[config.mk]
export PLATFORM = sky130hd
export DESIGN_NAME = counter_n_param
export DESIGN_NICKNAME = d
export VERILOG_FILES = /design/src/rtl/counter_n_param_pkg.sv /design/src/rtl/counter_n_param.sv
export SDC_FILE = /design/constraint.sdc
export NUM_CORES = 1
export LEC_CHECK = 0
export ABC_AREA = 1
export CAP_MARGIN = 40
export CORE_AREA = 2 2 39 41
export CTS_CLUSTER_DIAMETER = 60
export DETAILED_ROUTE_END_ITERATION = 10
export DIE_AREA = 0 0 41 43
export PLACE_DENSITY = 0.7
export SYNTH_ARGS = -nofsm -noshare
export SYNTH_HDL_FRONTEND = slang
export SYNTH_SLANG_ARGS = --single-unit
[constraint.sdc]
create_clock -name clk -period 1.45 [get_ports clk]
set_input_delay 0.29 -clock clk [delete_from_list [all_inputs] [get_ports clk]]
set_output_delay 0.29 -clock clk [all_outputs]
set_load 0.05 [all_outputs]
[src/rtl/counter_n_param_pkg.sv]
// Shared counter encodings: count direction and terminal-count mode.
// Imported by every counter stage so that cascaded stages agree on meaning.
package counter_n_param_pkg;

  // up_down encodings
  localparam logic COUNT_UP     = 1'b1;
  localparam logic COUNT_DOWN   = 1'b0;

  // one_shot encodings
  localparam logic MODE_FREE    = 1'b0;
  localparam logic MODE_ONESHOT = 1'b1;

endpackage : counter_n_param_pkg

[src/rtl/counter_n_param.sv]
// Modulo-N up/down counter stage with load, clear, one-shot stop and cascade.
//
// Ports:
//   clk          rising-edge clock
//   reset        asynchronous active-low reset
//   enable       local count enable
//   carry_in     cascade enable from the lower stage (tie 1 when unused)
//   clear        synchronous clear (highest priority)
//   load         synchronous load strobe
//   load_value   value applied on load, clamped to MODULUS-1
//   up_down      1 = count up, 0 = count down
//   one_shot     1 = stop at terminal count, 0 = free-run
//   count_N      current count (registered)
//   carry_out_N  combinational terminal-count cascade output
//   wrapped      sticky flag: a terminal-count event occurred since clear/reset
//   halted       high while a one-shot count is stopped
module counter_n_param
  import counter_n_param_pkg::*;
#(
  parameter int unsigned WIDTH   = 3,
  parameter int unsigned MODULUS = 8
) (
  input  logic             clk,
  input  logic             reset,
  input  logic             enable,
  input  logic             carry_in,
  input  logic             clear,
  input  logic             load,
  input  logic [WIDTH-1:0] load_value,
  input  logic             up_down,
  input  logic             one_shot,
  output logic [WIDTH-1:0] count_N,
  output logic             carry_out_N,
  output logic             wrapped,
  output logic             halted
);

  localparam int unsigned     CMP_W = WIDTH + 1;
  localparam logic [WIDTH-1:0] LAST = WIDTH'(MODULUS - 1);

  // Reject parameter combinations the counter cannot represent.
  if (WIDTH < 1 || WIDTH > 31 || MODULUS < 2 || MODULUS > (32'd1 << WIDTH)) begin : g_illegal
    $error("counter_n_param: illegal WIDTH=%0d / MODULUS=%0d", WIDTH, MODULUS);
  end

  logic             running;
  logic             step;
  logic             terminal;
  logic             load_big;
  logic [WIDTH-1:0] count_d;
  logic             wrapped_d;
  logic             halted_d;

  // running goes high on the first edge after reset release, so that edge
  // never counts.
  assign step = enable & carry_in & ~halted & running;

  // Terminal state depends on the current direction.
  always_comb begin
    terminal = 1'b0;
    if (up_down == COUNT_UP) terminal = (count_N == LAST);
    else                     terminal = (count_N == '0);
  end

  // Cascade output is suppressed by clear/load and by reset being held.
  assign carry_out_N = reset & step & terminal & ~clear & ~load;

  // Widened compare so MODULUS == 2**WIDTH fits.
  assign load_big = ({1'b0, load_value} >= CMP_W'(MODULUS));

  // Next-state: clear, then load, then step.
  always_comb begin
    count_d   = count_N;
    wrapped_d = wrapped;
    halted_d  = halted;
    if (clear) begin
      count_d   = '0;
      wrapped_d = 1'b0;
      halted_d  = 1'b0;
    end else if (load) begin
      count_d  = load_big ? LAST : load_value;
      halted_d = 1'b0;
    end else if (step) begin
      if (!terminal) begin
        count_d = (up_down == COUNT_UP) ? count_N + WIDTH'(1) : count_N - WIDTH'(1);
      end else begin
        wrapped_d = 1'b1;
        if (one_shot == MODE_ONESHOT) halted_d = 1'b1;
        else count_d = (up_down == COUNT_UP) ? '0 : LAST;
      end
    end
  end

  // State registers.
  always_ff @(posedge clk or negedge reset) begin
    if (!reset) begin
      running <= 1'b0;
      count_N <= '0;
      wrapped <= 1'b0;
      halted  <= 1'b0;
    end else begin
      running <= 1'b1;
      count_N <= count_d;
      wrapped <= wrapped_d;
      halted  <= halted_d;
    end
  end

endmodule : counter_n_param

# After elaboration in Yosys (flattened, before gate mapping)
# Cells that the tools add are included.
totals:
  reg_bits: 6
  ram_bits: 0
  mem_bits_ro: 0
  inputBits: 11
  latchBits: 0
  memories: 0
op_classes:
  shift: 0
  add_sub_neg: 2
  eq_ne: 3
  magnitude_cmp: 0
  bitwise_logic: 10
  n_mux: 17
  reduce_logical: 9
  n_div: 0
  n_mul: 0
ops:
  columns: ["op", "count"]
  rows:
  - ["3-bit 2-to-1 mux", 7]
  - ["1-bit 2-to-1 mux", 10]
  - ["3-bit nonzero test", 3]
  - ["1-bit bitwise AND", 7]
  - ["3-bit AND reduction", 2]
  - ["4-bit != test (second input constant)", 1]
  - ["2-bit nonzero test", 2]
  - ["3-bit by 1-bit adder with 3-bit output (second input constant)", 1]
  - ["3-bit == test (second input constant)", 1]
  - ["3-bit zero test", 1]
  - ["1-bit NOT", 3]
  - ["3-bit by 1-bit subtractor with 3-bit output (second input constant)", 1]
  - ["2-bit != test (second input constant)", 1]
  - ["2-bit AND reduction", 1]

# Longest topological paths before layout
depth:
  depth_word: 7
  depth_mapped: 9
  depth_no_buf: 9

# Least setup slack after synthesis
# OpenSTA, ideal clock, no wires.
synth_path:
  path_type: "register to output"
  startpoint: "register count_N[2]"
  endpoint: "output carry_out_N"
  n_path_buf: 0
  setup_slack_ns: -0.582
  path_stages_with_launch: 7
  t_arrival_ns: 1.742
  path_cell_list: "dfrtp_1 > nand2_2 > clkinv_2 > nand2_4 > nand2_4 > nand4_1 > nor2_1"
synth_between:
  elab_chain_len: 5
  elab_cells_between_ends: 6
  cone_classes: "eq/ne: 1; mux: 1; bitwise: 3; reduce/logical: 1"
synth_rtl:
  columns: ["element", "line_no", "rtl"]
  rows:
  - ["start: declaration", "counter_n_param.sv:32", "output logic [WIDTH-1:0] count_N,"]
  - ["start signal: assignment", "counter_n_param.sv:103", "count_N <= count_d;"]
  - ["3-bit == test or 3-bit zero test (tied branches)", "counter_n_param.sv:61, counter_n_param.sv:62", null]
  - ["1-bit 2-to-1 mux (*)", "counter_n_param.sv:61", "if (up_down == COUNT_UP) terminal = (count_N == LAST);"]
  - ["1-bit bitwise AND (*) (3 in a row)", "counter_n_param.sv:66", "assign carry_out_N = reset & step & terminal & ~clear & ~load;"]
  - ["end: declaration", "counter_n_param.sv:33", "output logic carry_out_N,"]
# Mark *: on every way between the ends. The rest lies on a longest branch, timed or not.

# Worst setup path after layout
layout_path:
  startpoint: "register count_N[0]"
  endpoint: "output carry_out_N"
# Same word-level chain as after synthesis.

==> impl_results.md <==
- Status: finished with violations
- Failing checks: negative setup slack
- Worst-path fanout max: 3
- Cell Rows: 14
- Largest family of logic cells by synthesized area: simple AND/OR/NAND/NOR gates
- Final Hold Vio Count: 0
- Cell Pwr Density: about 800 nW/um2
- Adder-Cell Fraction of Synth Area: 0.0442
- Post-synthesis xor/xnor area fraction: 0
- Hold WS: about 0.34 ns
- Pins over their slew limit: 0
- DRT iter0 DRCs: 14
- Drt first pass iters: 4
- Post-route DRC: 0
- Htree depth: 1
- Worst-case clock buffer depth: 2
- Initial Util: 0.327
- Vias per inst: ~4.6
- WP data arrival: between 1 and 1.5 ns
- Synth Area in Simple Gates: 0.425
- Post-DP HPWL: ~920 um
- Layout Skew: 0.00412 ns
- Largest net degree at the start of global routing: 7
- Initial antenna violation count: 0
- Post-synthesis compound-gate area fraction: 0.102
- Port-buffer cells: 16
- Die width: a little over 40 um
- Final Worst Setup Slack: -0.198 ns
- Fin Setup TNS: -0.360 ns
- Post-synthesis register bit count: 6
- Synth Cell Area: ~450 um2
- Worst min path class: input pin to asynchronous set/reset pin
- Area Growth Syn to Fin: 97.2%
- Detail Route Antenna Nets: 0
- Register area share after synthesis: 0.331
- Yosys cell types: 20
- Synthesized area per cell: approximately 7.5 um2
- Crit end category: output pin
- CTS buffer count: 3
- Wire length per cell: around 10 um
- Leading cell types in the layout, fill and taps excluded: buf_4 (18), nand2_1 (17), clkdlybuf4s50_1 (7)
- CTS tree: built
- Clk_lat worst skew: about 0.25 ns
- Clk root buf: clkbuf_4
- Fmax: slightly above 0.6 GHz
- Clk pin slew, worst setup/hold paths: 0.05 ns
- Core Box Area: around 1400 um2
- Worst path required time: 1.16 ns
- First-pass GRT wire length: around 2000 um
- Logic pwr share: 0.466
- Total gr overflow: 0
- Critical path type: flip-flop to output pin
- Setup crit start kind: flip-flop
- Final setup viols: 4
- Number of global-route vias before repair: 521
- Clk sink count: 6
- Sw Share: 0.349
- Final net count: 112
- Worst IR drop on VDD: between 0.0003 and 0.0004 V
- Share of cells above drive strength 1: 0.535
- Post-synthesis mux area share: 0
- Routed Wire Length: around 1200 um
- Final period util: 1.14
- RSZ-0062 raised after global routing: true
- Via count: 524
- RD Place Congestion: ~0.70
- Int Pwr: roughly 0.46 mW
- Tot GR Track Use: 0.173
- MaxCap Viol Count: 0
- Sequential fraction of design power: 0.280
- Commonest non-fill, non-tap cell in the layout: buf_4
- Mapped Cells: 60
- Die area: 1760 um2
- # diodes: 0
- Syn. warnings: 0
- Fin crit period: 1.65 ns
- Syn Nets: roughly 70
- Die Height: approximately 43 um
- IO Pins: 17
- Psw: between 0.2 and 0.25 mW
- Clock share of power: 0.253
- Leakage: between 0.4 and 0.5 nW
cells in the mapped netlist (all sizes together):
cell type	instances	area, um2
a21oi	2	13.8
clkinv	2	10.0
o21ai	5	32.5
nor2	7	33.8
nand3b	1	7.51
nand2	23	116
nand3	2	22.5
dfrtp	6	150
inv	8	30.0
fa	1	20.0
conb	1	3.75
nand4	2	12.5
critical path, cell delays in order (launching register included):
cell,delay [ns]
dfrtp_2,0.41
nor2_2,0.11
nand2_2,0.08
nand2_4,0.06
nand4_1,0.14
nor2_4,0.15
buf_12,0.14
flip-flops by register name (all words and copies together), names as in the netlist:
| register | cells |
|---|---|
| running | 1 |
| wrapped | 1 |
| halted | 1 |
| count_N | 3 |
per-layer routing:
| layer | vias up | routed length (um) | share of wire | GRT usage |
|---|---|---|---|---|
| met5 | - | 0 | 0 | 0 |
| met4 | 0 | 0 | 0 | 0.0800 |
| met3 | 0 | 72 | 0.061 | 0.0419 |
| met2 | 18 | 641 | 0.54 | 0.309 |
| met1 | 243 | 465 | 0.39 | 0.170 |
| li1 | 263 | - | - | - |
path summary, 6_finish.rpt:
kind | cells after the start | from | endpoint | slack [ns]
worst max-delay path | 6 | count_N[0]$_DFFE_PN0P_ | carry_out_N | -0.20
max in group asynchronous | 2 | reset | count_N[2]$_DFFE_PN0P_ | 0.98
worst min register to register | 2 | wrapped$_DFFE_PN0P_ | wrapped$_DFFE_PN0P_ | 0.56
worst min-delay path | 2 | reset | halted$_DFFE_PN0P_ | 0.34
min in group clk | 5 | enable | wrapped$_DFFE_PN0P_ | 0.53
worst max register to register | 9 | count_N[0]$_DFFE_PN0P_ | count_N[1]$_DFFE_PN0P_ | -0.10
cells by family after synthesis:
logic type	Yosys count
and+or+nand+nor	35
DFF	6
buffers and inverters	10
other	1
AOI/OAI and AO/OA	7
adders and majority gates	1
power by group through the flow:
stage	combinational [mW]	sequential, mW	clock [mW]
finish	0.327	0.196	0.177
global route	0.355	0.198	0.195
CTS	0.317	0.197	0.181
detailed placement	0.297	0.200	0
global placement	0.290	0.199	0
floorplan	0.104	0.241	0
what timing repair did:
item	4_1_cts	5_1_grt
buffers inserted	3	2
hold endpoints to repair	0	0
gates resized for setup	4	4
endpoints found under the setup margin	2	3
hold buffers	0	0
pin swaps	5	6
layout make-up:
type                            instances  area, um2
Clock buffer                            4       26.3
Tap cell                               16       20.0
Multi-Input combinational cell         44        280
Sequential cell                         6        154
Inverter                               10       42.5
Timing Repair Buffer                   35        370
Fill cell                             115        490
through the flow:
step / total power [mW] / utilization / area, um2 / setup slack, ns / cells
CTS: 0.694 / 0.627 / 867 / -0.263 / 113
global route: 0.747 / 0.646 / 893 / -0.276 / 115
global placement: 0.489 / 0.587 / 812 / -0.388 / 106
finish: 0.701 / 0.646 / 893 / -0.198 / 115
detailed placement: 0.497 / 0.587 / 812 / -0.427 / 106
floorplan: 0.345 / - / 467 / -0.124 / 60
(Power assumes the default switching activity.)
